File: src/rtl/vga_pattern_gen.sv
// VGA timing generator with selectable test patterns, grayscale conversion and
// frame-synchronous horizontal scrolling. Every output is registered one cycle after the counters.
module vga_pattern_gen #(
  parameter int CD         = 12,
  parameter int H_ACTIVE   = 640,
  parameter int H_FP       = 16,
  parameter int H_SYNC     = 96,
  parameter int H_BP       = 48,
  parameter int V_ACTIVE   = 480,
  parameter int V_FP       = 10,
  parameter int V_SYNC     = 2,
  parameter int V_BP       = 33,
  parameter int SYNC_POL   = 0,
  parameter int BAR_W      = 80,
  parameter int CHK_LOG2   = 5,
  parameter int GRAD_SHIFT = 5
) (
  input  logic          clk,
  input  logic          reset,
  input  logic [2:0]    mode,
  input  logic [CD-1:0] back_rgb,
  input  logic          gray_en,
  input  logic          scroll_en,
  output logic          hsync,
  output logic          vsync,
  output logic          video_on,
  output logic [CD-1:0] rgb,
  output logic          frame_start,
  output logic [15:0]   frame_cnt
);

  localparam int CW    = CD / 3;
  localparam int H_TOT = H_ACTIVE + H_FP + H_SYNC + H_BP;
  localparam int V_TOT = V_ACTIVE + V_FP + V_SYNC + V_BP;
  localparam int HCW   = $clog2(H_TOT);
  localparam int VCW   = $clog2(V_TOT);
  localparam int SOW   = (H_ACTIVE > 1) ? $clog2(H_ACTIVE) : 1;
  localparam int XW0   = HCW + 1;
  localparam int XW1   = (GRAD_SHIFT + CW > XW0) ? GRAD_SHIFT + CW : XW0;
  localparam int XW    = (CHK_LOG2 + 1 > XW1) ? CHK_LOG2 + 1 : XW1;
  localparam int YW    = (CHK_LOG2 + 1 > VCW) ? CHK_LOG2 + 1 : VCW;
  localparam logic SP  = (SYNC_POL != 0);

  logic [HCW-1:0] hCount_q, hCount_d;
  logic [VCW-1:0] vCount_q, vCount_d;
  logic [2:0]     mode_q, mode_d;
  logic           gray_q, gray_d;
  logic           scroll_q, scroll_d;
  logic [SOW-1:0] scrollOff_q, scrollOff_d;
  logic [15:0]    frameCnt_q, frameCnt_d;

  logic           hsync_q, hsync_d;
  logic           vsync_q, vsync_d;
  logic           videoOn_q, videoOn_d;
  logic [CD-1:0]  rgb_q, rgb_d;
  logic           frameStart_q, frameStart_d;

  logic           hLast, vLast, frameEnd;
  logic [XW-1:0]  xSum, xEff;
  logic [YW-1:0]  yPos;
  logic [2:0]     barIdx;
  logic [CD-1:0]  pattern, pixel;
  logic [CW-1:0]  chR, chG, chB, grayVal;
  logic [CW+3:0]  rExt, gExt, bExt, graySum;

  // Raster counters plus the per-frame latches, all of which move on the frame boundary
  always_comb begin
    hLast       = (hCount_q == HCW'(H_TOT - 1));
    vLast       = (vCount_q == VCW'(V_TOT - 1));
    frameEnd    = hLast && vLast;
    hCount_d    = hLast ? '0 : hCount_q + HCW'(1);
    vCount_d    = vCount_q;
    mode_d      = mode_q;
    gray_d      = gray_q;
    scroll_d    = scroll_q;
    scrollOff_d = scrollOff_q;
    frameCnt_d  = frameCnt_q;
    if (hLast) begin
      vCount_d = vLast ? '0 : vCount_q + VCW'(1);
    end
    if (frameEnd) begin
      mode_d     = mode;
      gray_d     = gray_en;
      scroll_d   = scroll_en;
      frameCnt_d = frameCnt_q + 16'd1;
      // The increment uses the scroll bit latched one frame earlier
      if (scroll_q) begin
        scrollOff_d = (scrollOff_q == SOW'(H_ACTIVE - 1)) ? '0 : scrollOff_q + SOW'(1);
      end
    end
  end

  // Pixel pipeline input: sync, active flag and colour derived from the current counters
  always_comb begin
    hsync_d      = ((hCount_q >= HCW'(H_ACTIVE + H_FP)) &&
                    (hCount_q <= HCW'(H_ACTIVE + H_FP + H_SYNC - 1))) ? SP : ~SP;
    vsync_d      = ((vCount_q >= VCW'(V_ACTIVE + V_FP)) &&
                    (vCount_q <= VCW'(V_ACTIVE + V_FP + V_SYNC - 1))) ? SP : ~SP;
    videoOn_d    = (hCount_q < HCW'(H_ACTIVE)) && (vCount_q < VCW'(V_ACTIVE));
    frameStart_d = (hCount_q == '0) && (vCount_q == '0);

    xSum = XW'(hCount_q) + XW'(scrollOff_q);
    xEff = (xSum >= XW'(H_ACTIVE)) ? xSum - XW'(H_ACTIVE) : xSum;
    yPos = YW'(vCount_q);

    barIdx = '0;
    for (int k = 1; k < 8; k++) begin
      if (XW'(k * BAR_W) <= xEff) begin
        barIdx = barIdx + 3'd1;
      end
    end

    case (mode_q)
      3'd0: pattern = back_rgb;
      3'd1: pattern = {{CW{barIdx[2]}}, {CW{barIdx[1]}}, {CW{barIdx[0]}}};
      3'd2: pattern = (xEff[CHK_LOG2] ^ yPos[CHK_LOG2]) ? '1 : '0;
      3'd3: pattern = {3{xEff[GRAD_SHIFT +: CW]}};
      3'd4: pattern = ((xEff == '0) || (xEff == XW'(H_ACTIVE - 1)) ||
                       (yPos == '0) || (yPos == YW'(V_ACTIVE - 1))) ? '1 : back_rgb;
      default: pattern = '0;
    endcase

    // Luma weights 5/9/2 sum to 16, so the shifted result always fits in one channel
    chR     = pattern[CD-1 -: CW];
    chG     = pattern[2*CW-1 -: CW];
    chB     = pattern[CW-1:0];
    rExt    = {4'b0000, chR};
    gExt    = {4'b0000, chG};
    bExt    = {4'b0000, chB};
    graySum = (rExt << 2) + rExt + (gExt << 3) + gExt + (bExt << 1);
    grayVal = CW'(graySum >> 4);

    pixel = gray_q ? {3{grayVal}} : pattern;
    rgb_d = videoOn_d ? pixel : '0;
  end

  always_ff @(posedge clk or posedge reset) begin
    if (reset) begin
      hCount_q     <= '0;
      vCount_q     <= '0;
      mode_q       <= '0;
      gray_q       <= 1'b0;
      scroll_q     <= 1'b0;
      scrollOff_q  <= '0;
      frameCnt_q   <= '0;
      hsync_q      <= ~SP;
      vsync_q      <= ~SP;
      videoOn_q    <= 1'b0;
      rgb_q        <= '0;
      frameStart_q <= 1'b0;
    end else begin
      hCount_q     <= hCount_d;
      vCount_q     <= vCount_d;
      mode_q       <= mode_d;
      gray_q       <= gray_d;
      scroll_q     <= scroll_d;
      scrollOff_q  <= scrollOff_d;
      frameCnt_q   <= frameCnt_d;
      hsync_q      <= hsync_d;
      vsync_q      <= vsync_d;
      videoOn_q    <= videoOn_d;
      rgb_q        <= rgb_d;
      frameStart_q <= frameStart_d;
    end
  end

  assign hsync       = hsync_q;
  assign vsync       = vsync_q;
  assign video_on    = videoOn_q;
  assign rgb         = rgb_q;
  assign frame_start = frameStart_q;
  assign frame_cnt   = frameCnt_q;

endmodule

File: config.mk
export PLATFORM = sky130hd
export DESIGN_NAME = vga_pattern_gen
export DESIGN_NICKNAME = d
export VERILOG_FILES = /design/src/rtl/vga_pattern_gen.sv
export SDC_FILE = /design/constraint.sdc
export NUM_CORES = 1
export LEC_CHECK = 0
export BUFFER_PORTS_ARGS = -buffer_cell sky130_fd_sc_hd__buf_2
export CAP_MARGIN = 0
export CORE_MARGIN = 10
export CORE_UTILIZATION = 50
export CTS_BUF_LIST = sky130_fd_sc_hd__clkbuf_4 sky130_fd_sc_hd__clkbuf_8 sky130_fd_sc_hd__clkbuf_16
export CTS_CLUSTER_DIAMETER = 80
export DETAILED_ROUTE_END_ITERATION = 8
export PLACE_DENSITY = 0.77
export RECOVER_POWER = 25
export SETUP_SLACK_MARGIN = 0.02
export SYNTH_ARGS = -nofsm -noshare
export SYNTH_HDL_FRONTEND = slang
export SYNTH_SLANG_ARGS = --single-unit
File: constraint.sdc
create_clock -name clk -period 10.3 [get_ports clk]
set_clock_uncertainty 0.05 [all_clocks]
set_input_delay 0.515 -clock clk [delete_from_list [all_inputs] [get_ports clk]]
set_output_delay 0.515 -clock clk [all_outputs]
set_load 0.1 [all_outputs]
# [After elaboration in Yosys (flattened, before gate mapping)]
# Cells that the tools add are included.
[totals] regBits=67 output_inout_bits=32
[classes] n_addsub=16 n_bitwise=1 n_mux=18 reduce_logical=13 order_cmp=14 eq_ne=9
[ops] op="$pmux 12 s5" count=1
[ops] op="$mux 12" count=4
[ops] op="$le 9x11->1 const A" count=3
[ops] op="$add 10x1->10 const B" count=3
[ops] op="$eq 10x10->1 const B" count=3
[ops] op="$mux 10" count=3
[ops] op="$le 8x11->1 const A" count=2
[ops] op="$logic_not 10->1" count=2
[ops] op="$add 3x1->3 const B" count=6
[ops] op="$mux 3" count=6
[ops] op="$add 16x1->16 const B" count=1
[ops] op="$add 10x10->11" count=1
[ops] op="$eq 11x10->1 const B" count=1
[ops] op="$ge 11x10->1 const B" count=1
[ops] op="$le 10x11->1 const A" count=1
[ops] op="$le 7x11->1 const A" count=1
[ops] op="$logic_not 11->1" count=1
[ops] op="$mux 11" count=1
[ops] op="$sub 11x10->11 const B" count=1
[ops] op="$eq 10x9->1 const B" count=1
[ops] op="$ge 10x10->1 const B" count=1
[ops] op="$ge 10x9->1 const B" count=1
[ops] op="$le 10x10->1 const B" count=1
[ops] op="$le 10x9->1 const B" count=1
[ops] op="15 further kinds" count=24

# [Longest topological paths before layout]
# Gate-level depths: netlist (run 1).
[depth] depth_word=24 depth_mapped=47 ltp_nobuf=46

# [Least setup slack after synthesis (run 1)]
# OpenSTA, ideal clock, no wires.
[synth_path] kind="reg2reg" from="register hCount_q[0]" to="register rgb_q[7], in the netlist rgb[7]" arrival_time_ns=10.124 path_buffers=1 synth_period_minus_slack_ns=10.258 required_ns=10.165 slack_ns=0.042 stages_incl_launch_ff=47 cell_sequence="dfrtp_1 -> ha_1 -> inv_1 -> fa_1 -> nor2b_4 -> o31a_4 -> a31o_1 -> a221oi_4 -> inv_2 -> ha_1 -> buf_1 -> nor4_1 -> nor3_1 -> a221oi_4 -> nand2_1 -> or3_1 -> ha_1 -> xor2_1 -> [11 not listed] -> a31oi_1 -> xnor2_1 -> o21ba_2 -> inv_1 -> fa_1 -> fa_1 -> inv_1 -> fa_1 -> nor2_1 -> nand2_1 -> or3_1 -> fa_1 -> inv_1 -> a21o_1 -> a21oi_1 -> xnor2_1 -> a21oi_1 -> a21boi_0"
[synth_via] elab_chain_cells=24 word_cells_on_any_way=41 cone_classes="add/sub (12); order compare (9); eq/ne (1); mux (13); bitwise (1); reduce/logical (5)"
[synth_rtl] item="start: declaration" line="44" text="logic [HCW-1:0] hCount_q, hCount_d;"
[synth_rtl] item="start signal: assignment" line="152" text="hCount_q <= hCount_d;"
[synth_rtl] item="$add 10x10->11" line="102" text="xSum = XW'(hCount_q) + XW'(scrollOff_q);"
[synth_rtl] item="$sub 11x10->11 / $ge 11x10->1 (equally long branches)" line="103" text="xEff = (xSum >= XW'(H_ACTIVE)) ? xSum - XW'(H_ACTIVE) : xSum;"
[synth_rtl] item="$mux 11" line="103"
[synth_rtl] item="$le 7x11->1" line="108" text="if (XW'(k * BAR_W) <= xEff) begin"
[synth_rtl] item="$mux 1" line="108"
[synth_rtl] item="$add 3x1->3" line="109" text="barIdx = barIdx + 3'd1;"
[synth_rtl] item="$mux 3" line="108"
[synth_rtl] item="$add 3x1->3" line="109"
[synth_rtl] item="[9 not listed]"
[synth_rtl] item="$pmux 12 s5" line="113" text="case (mode_q)"
[synth_rtl] item="$add 6x4->7" line="130" text="graySum = (rExt << 2) + rExt + (gExt << 3) + gExt + (bExt << 1);"
[synth_rtl] item="$add 7x7->8" line="130"
[synth_rtl] item="$add 8x4->8" line="130"
[synth_rtl] item="$add 8x5->8" line="130"
[synth_rtl] item="$mux 12" line="133" text="pixel = gray_q ? {3{grayVal}} : pattern;"
[synth_rtl] item="$mux 12 (*)" line="134" text="rgb_d = videoOn_d ? pixel : '0;"
[synth_rtl] item="net rgb_d[7]" line="55" text="logic [CD-1:0] rgb_q, rgb_d;"
[synth_rtl] item="end signal: assignment" line="162" text="rgb_q <= rgb_d;"
[synth_rtl] item="end: declaration" line="55"
# Mark *: on every way through the listed nets, which the timed path passes. The rest lies on a longest branch.
# A chain may end at the register's enable or synchronous reset.

# [Worst setup path in the final report (run 1)]
[layout_path] from="register hCount_q[0]" to="register rgb_q[11], in the netlist rgb[11]"
# Same word-level chain as after synthesis.

==> flow_summary_export.csv, run 1 <==
group,metric,value,unit
synthesis,yosys.area_share.simple,0.195,
critical_path,r2r_start,"hCount_q[0]",
run_status,status,"finished, violations left",
final_layout,stdcell_count,772,
critical_path,cp-end-kind,"flop",
clock_tree,clk_pin_slew_worst_paths,90,ps
power,p_seq_frac,0.342,
clock_tree,htreeDepth,3,
global_routing,grt_overflow_total,0,
critical_path,cp_data_arrival_time,10000,ps
synthesis,mappedNetlistArea,5230,um^2
synthesis,synthMuxAreaShare,0.0249,
critical_path,cp.required,10530,ps
final_layout,n_antenna_cell,0,
timing,setup_tns,0,ps
routing,routed_wl,12600,um
floorplan,dieArea,14900,um^2
floorplan,rows,37,
synthesis,synthCells,561,
final_layout,fin_util,0.600,
power,switching_share,0.426,
timing,report.final.setup_viol,0,
synthesis,synth_xor_area_frac,0.0874,
global_routing,grt_pass1_vias,4443,
timing,worst_slack,534,ps
global_routing,antenna_found_initial,0,
clock_tree,insertion_delay,350,ps
power,p_switching,0.000362,W
worst_hold_path,worstHoldPathType,"input port to flop",
routing,drc_errors,0,
critical_path,crit_fanout,10,
final_layout,layout-drive-gt1-share,0.242,
synthesis,syn_avg_cell_area,9.32,um^2
floorplan,die_x,122,um
power,p_leak,2.79,nW
synthesis,synth_seq_cells,67,
synthesis,yosys_warnings,0,
routing,dr.pass1.iters,5,
clock_tree,ctsHoldBuffers,0,
synthesis,synth_top_area_frac,0.311,
critical_path,path_common_cell,"inv_1",
routing,antenna_left,0,
run_status,violations,"max-capacitance violations, max-slew violations",
synthesis,synth_fa_ha_area_frac,0.115,
placed_design,place_congestion,0.894,
floorplan,core_region_area,10200,um^2
timing,relSlewSlack,-1.30,
synthesis,synth_top_area_cell,"dfrtp_1",
synthesis,synth_top_family_by_area,"compound AO/OA/AOI/OAI gates",
placed_design,io_buffers,50,
routing,via_per_inst,5.78,
global_routing,grt_max_degree,68,
global_routing,groute.usage.overall,0.167,
timing,tightest_slew,3440,ps
power,ir_worst_vdd,0.211,mV
routing,routedWlPerCell,16.3,um
timing,timing.final.crit_share,0.948,
routing,dr.first_iter.drc_count,301,
synthesis,synth_compound_area_frac,0.218,
synthesis,synthTopCellsByArea,"dfrtp_1 (31%), ha_1 (7.7%), xnor2_1 (5.0%), nand2_1 (3.9%), fa_1 (3.8%)",
timing,min_period,9770,ps
clock_tree,cts_tree,"done",
clock_tree,numCtsBuffers,9,
power,power_frac_comb,0.360,
critical_path,worst-setup-path-type,"flop to flop",
placed_design,pre_cts_slack,-59.1,ps
synthesis,yosysSeqAreaShare,0.321,
synthesis,syn_nets,622,
critical_path,startpoint_type,"flop",
floorplan,die_height,122,um
final_layout,area_growth,17.5,%
global_routing,grt_pass1_wl,20800,um
clock_tree,cts.sinks,67,
timing,hold_viol,0,
power,pwr-share-clk,0.298,
power,p_per_area,138,nW/um^2
placed_design,placed_area,5670,um^2
synthesis,ys.flop_type,"dfrtp_1",
power,intPower,0.000488,W
clock_tree,cts-root-buf,"clkbuf_8",
job,maxCapViolCount,1,
floorplan,start_util,0.511,
routing,vias,4461,
synthesis,synth_edf_count,0,
placed_design,post-dp-hpwl,9580,um
timing,finalMaxSlewViolations,68,
final_layout,finalInstanceArea,6140,um^2
critical_path,max_stage_delay,570,ps
critical_path,critical-path-slowest-cell,"or4_4",
synthesis,async_reset_ff_frac,1.00,
critical_path,startpoint,"hCount_q[0]",
worst_hold_path,hp-start,"gray_en",
placed_design,placed_cells,743,
final_layout,nets,692,
synthesis,synthDistinctLibCells,88,
timing,max_freq,102,MHz
floorplan,io_pins,51,
clock_tree,clockBufferDepth,2,
## registers in the layout, summed over array words and instances, names as in the netlist
name         flops
mode_q           3
vCount_q        10
gray_q           1
hCount_q        10
scrollOff_q     10
video_on         1
vsync            1
frame_start      1
frame_cnt       16
scroll_q         1
hsync            1
rgb             12
## power groups by stage
stage / clock network [W] / registers [W] / logic [W]
after floorplan: 0 / 0.000467 / 0.0000788
after global placement: 0 / 0.000296 / 0.000299
after detailed placement: 0 / 0.000297 / 0.000304
after CTS: 0.000257 / 0.000292 / 0.000305
after global routing: 0.000269 / 0.000294 / 0.000324
final: 0.000253 / 0.000291 / 0.000306
## layer usage
layer	vias up	part of all wire	track usage
met2	91	0.49	0.284
met3	15	0.038	0.0294
met1	2178	0.46	0.211
met4	0	0.013	0.0567
met5	-	0	0
li1	2177	-	-
## cells by family after synthesis
kind of cell | Yosys count
and+or+nand+nor | 200
adders and majority gates | 42
muxes | 12
xor gates and xnor gates | 50
buffers and inverters | 52
DFF | 67
AOI/OAI and AO/OA | 138
## metrics by stage
step                      total power [W]  hold slack [ps]
after floorplan                  0.000546              428
after global placement           0.000596              402
after detailed placement         0.000601              404
after CTS                        0.000853              333
after global routing             0.000887              335
final                            0.000850              341
## layout make-up
| type | instances | area (um^2) |
|---|---|---|
| Sequential cell | 67 | 1680 |
| Tap cell | 136 | 170 |
| Inverter | 38 | 143 |
| Timing Repair Buffer | 73 | 419 |
| Fill cell | 879 | 4090 |
| Clock inverter | 7 | 105 |
| Clock buffer | 9 | 124 |
| Multi-Input combinational cell | 442 | 3500 |
## final timing paths
check	slack, ps	depth (start not counted)	endpoint
setup / recovery	530	46	rgb[11]
hold / removal	340	3	gray_q
setup reg to reg	530	46	rgb[11]
hold reg to reg	420	1	frame_cnt[15]
max in group asynchronous	6560	3	hCount_q[4]
min in group asynchronous	1440	3	rgb[9]
## critical path: cells and delay by family (launching register included)
family / cells / cell delay [ps]
adder cells (fa/ha/maj): 11 / 3500
AO/OA/AOI/OAI: 12 / 2130
AND/OR/NAND/NOR: 10 / 1810
XOR/XNOR: 4 / 660
buffers and inverters: 7 / 620
multiplexers: 2 / 520
flip-flops: 1 / 420
## repair_timing
action,in CTS,in global routing
setup buffers,1,12
endpoints found under the setup margin,4,12
pin swaps,1,7
gates resized for setup,0,27
## cells in the final DEF, fill, tap and decap left out, types with 10 or more instances in the layout
master / count
buf_2: 50
nand3_1: 19
o21ai_0: 25
buf_4: 20
nand2_1: 53
nand4_1: 13
xor2_1: 18
dfrtp_1: 64
nor2_1: 44
xnor2_1: 30
a21o_1: 10
and3_1: 11
a21oi_1: 19
inv_1: 35
ha_1: 27
## synth_stat cells, types with 3 or more instances
library cell,number
a211o_1,5
a211oi_1,6
a21boi_0,3
a21o_1,10
a21oi_1,22
a2bb2oi_1,3
and3_1,11
clkbuf_1,11
dfrtp_1,65
fa_1,10
ha_1,32
inv_1,36
mux2_2,8
mux2i_1,4
nand2_1,54
nand2b_1,4
nand3_1,19
nand4_1,13
nand4b_1,3
nor2_1,45
nor2b_1,4
nor3_1,9
nor3b_1,3
nor4_1,6
o2111ai_1,3
o211ai_1,5
o21a_1,6
o21ai_0,25
o21ai_1,3
o31ai_1,3
or2_1,3
or3_1,8
xnor2_1,30
xor2_1,19
Note: power is estimated with default switching activity, not from simulation.
==> inputs of run 2 (changes only) <==
--- a/config.mk
+++ b/config.mk
@@ -5,6 +5,7 @@
 export SDC_FILE = /design/constraint.sdc
 export NUM_CORES = 1
 export LEC_CHECK = 0
+export ABC_AREA = 1
 export BUFFER_PORTS_ARGS = -buffer_cell sky130_fd_sc_hd__buf_2
 export CAP_MARGIN = 0
 export CORE_MARGIN = 10
@@ -12,7 +13,7 @@
 export CTS_BUF_LIST = sky130_fd_sc_hd__clkbuf_4 sky130_fd_sc_hd__clkbuf_8 sky130_fd_sc_hd__clkbuf_16
 export CTS_CLUSTER_DIAMETER = 80
 export DETAILED_ROUTE_END_ITERATION = 8
-export PLACE_DENSITY = 0.77
+export PLACE_DENSITY_LB_ADDON = 0.15
 export RECOVER_POWER = 25
 export SETUP_SLACK_MARGIN = 0.02
 export SYNTH_ARGS = -nofsm -noshare
==> run 2 against run 1 <==
- the flow still finishes with violations (max-capacitance violations, max-slew violations)
- critical path depth increased by 15
- hold slack improved by 11 ps
- sequential share of layout area increased by 0.70 points
- worst setup slack improved by 910 ps
- register-to-register slack improved by 910 ps
- core utilization decreased by 2.3 points
- critical endpoint is now rgb[3]
==> flow_summary_export.csv, run 2 <==
group,metric,value,unit
run_status,status,"finished, violations left",
run_status,violations,"max-capacitance violations, max-slew violations",
global_routing,grt_pass1_wl,21100,um
timing,setup_tns,0,ps
critical_path,crit_fanout,6,
floorplan,dieArea,15200,um^2
synthesis,synth_top_area_frac,0.304,
critical_path,startpoint_type,"flop",
worst_hold_path,worstHoldPathType,"input port to flop",
synthesis,ys.flop_type,"dfrtp_1",
clock_tree,cts.sinks,67,
critical_path,max_stage_delay,450,ps
final_layout,nets,851,
synthesis,mappedNetlistArea,5350,um^2
routing,antenna_left,0,
timing,min_period,8850,ps
clock_tree,cts_tree,"done",
placed_design,post-dp-hpwl,10100,um
global_routing,groute.usage.overall,0.167,
synthesis,syn_avg_cell_area,7.32,um^2
floorplan,io_pins,51,
global_routing,grt_overflow_total,0,
synthesis,yosys_warnings,0,
critical_path,path_buf_inv,12,
placed_design,pre_cts_slack,1480,ps
routing,dr.pass1.iters,4,
clock_tree,htreeDepth,3,
timing,max_freq,113,MHz
routing,drc_errors,0,
placed_design,place_congestion,0.937,
floorplan,start_util,0.515,
clock_tree,ctsHoldBuffers,0,
critical_path,worst-setup-path-type,"flop to flop",
routing,dr.first_iter.drc_count,204,
floorplan,rows,37,
routing,routed_wl,12100,um
power,ir_worst_vdd,0.0581,mV
job,maxCapViolCount,1,
timing,rsz0062_at_grt,"no",
timing,hold_viol,0,
synthesis,synth_edf_count,0,
clock_tree,clk_pin_slew_worst_paths,80,ps
critical_path,cp_data_arrival_time,9070,ps
synthesis,synth_top_area_cell,"dfrtp_1",
timing,timing.final.crit_share,0.859,
synthesis,synthCells,730,
timing,worst_slack,1450,ps
timing,finalMaxSlewViolations,37,
clock_tree,cts_resized,0,
final_layout,n_antenna_cell,0,
synthesis,async_reset_ff_frac,1.00,
routing,via_per_inst,5.06,
timing,relSlewSlack,-0.265,
routing,routedWlPerCell,13.0,um
synthesis,yosysMostFrequentCell,"inv_1",
clock_tree,cts_setup_buffers,0,
global_routing,grt_pass1_vias,4659,
final_layout,layout-drive-gt1-share,0.161,
critical_path,crit_family,"adder cells",
placed_design,io_buffers,50,
timing,report.final.setup_viol,0,
floorplan,core_region_area,10400,um^2
critical_path,cp.required,10520,ps
clock_tree,insertion_delay,340,ps
floorplan,die_height,123,um
synthesis,syn_nets,791,
critical_path,path_common_cell,"nand2_1",
timing,tightest_slew,1900,ps
critical_path,critical-path-slowest-cell,"fa_1",
synthesis,synthDistinctLibCells,45,
final_layout,mostFrequentLayoutCells,"inv_1 (146), nand2_1 (142), dfrtp_1 (65)",
synthesis,synthTopCellsByArea,"dfrtp_1 (30%), inv_1 (10%), nand2_1 (10%), ha_1 (7.5%), nand3_1 (4.8%)",
critical_path,cp-end-kind,"flop",
power,p_leak,3.29,nW
clock_tree,cts-root-buf,"clkbuf_8",
final_layout,largest_reg_flops,16,
floorplan,die_x,123,um
clock_tree,numCtsBuffers,9,
synthesis,ys_top_cells_by_count,"inv_1 (146), nand2_1 (142), dfrtp_1 (65), nor2_1 (64), nand3_1 (51)",
routing,vias,4710,
power,p_per_area,86.1,nW/um^2
global_routing,grt_max_degree,37,
synthesis,yosysSeqAreaShare,0.314,
final_layout,area_growth,11.9,%
synthesis,synth_seq_cells,67,
global_routing,antenna_found_initial,0,
clock_tree,clockBufferDepth,2,
final_layout,layout_commonest_cell,"inv_1",
## run 2: changes by cell type after synthesis, moves of 10 or more
cell,previous run,this run
a21o_1,10,0
and3_1,11,1
clkbuf_1,11,1
inv_1,36,146
nand2_1,54,142
nand2_2,0,13
nand3_1,19,51
nand3_2,1,12
nor2_1,45,64
nor3_1,9,31
xnor2_1,30,7
## run 2: report_power, final
part / internal (W) / total (W) / switching, W
Sequential: 0.000263 / 0.000263 / 0
Clock: 0.000140 / 0.000243 / 0.000103
Combinational: 0.00000254 / 0.00000891 / 0.00000636
Total: 0.000405 / 0.000515 / 0.000109
## run 2: final cells by class
type                            count  area, um^2
Fill cell                        1000        4390
Multi-Input combinational cell    502        3060
Sequential cell                    67        1680
Inverter                          159         601
Timing Repair Buffer               51         254
Tap cell                          136         170
Clock buffer                       10         131
Clock inverter                      6        90.1
## run 2: cells by family (layout without fill, tap and decap cells)
group / count (synthesis) / count (layout) / share of synthesized area
xor gates and xnor gates: 23 / 23 / 0.0377
AOI/OAI and AO/OA: 70 / 70 / 0.0754
DFF: 67 / 67 / 0.314
adders and majority gates: 42 / 42 / 0.112
buffers and inverters: 161 / 226 / 0.114
and+or+nand+nor: 367 / 367 / 0.346
## run 2: stage by stage
| step | hold slack (ps) | cells | instance area (um^2) | power, W | util |
|---|---|---|---|---|---|
| CTS | 224 | 931 | 5990 | 0.000521 | 0.577 |
| global placement | 408 | 915 | 5760 | 0.000278 | 0.556 |
| finish | 352 | 931 | 5980 | 0.000515 | 0.577 |
| floorplan | 410 | 730 | 5350 | 0.000272 | - |
| global route | 353 | 931 | 5980 | 0.000536 | 0.577 |
| detailed placement | 437 | 915 | 5760 | 0.000278 | 0.556 |
## run 2: metal layers
| metal | vias up | GRT usage | wire, um |
|---|---|---|---|
| li1 | 2445 | - | - |
| met1 | 2159 | 0.216 | 5570 |
| met2 | 91 | 0.280 | 5760 |
| met3 | 15 | 0.0273 | 658 |
| met4 | 0 | 0.0509 | 136 |
| met5 | - | 0 | 0 |
## run 2: worst paths after layout
| kind | startpoint | endpoint | slack [ps] | cells after the start |
|---|---|---|---|---|
| max in group asynchronous | reset | hCount_q[2] | 7460 | 3 |
| min in group asynchronous | reset | frame_cnt[12] | 410 | 2 |
| worst max-delay path | scrollOff_q[0] | rgb[3] | 1450 | 61 |
| worst max register to register | scrollOff_q[0] | rgb[3] | 1450 | 61 |
| worst min register to register | frame_cnt[15] | frame_cnt[15] | 440 | 1 |
| worst min-delay path | gray_en | gray_q | 350 | 3 |
## run 2: tightest hold or removal path, delay by kind of cell
kind                   cells  cell delay [ps]
AO/OA/AOI/OAI              1               60
buffers and inverters      1               80
AND/OR/NAND/NOR            1               40
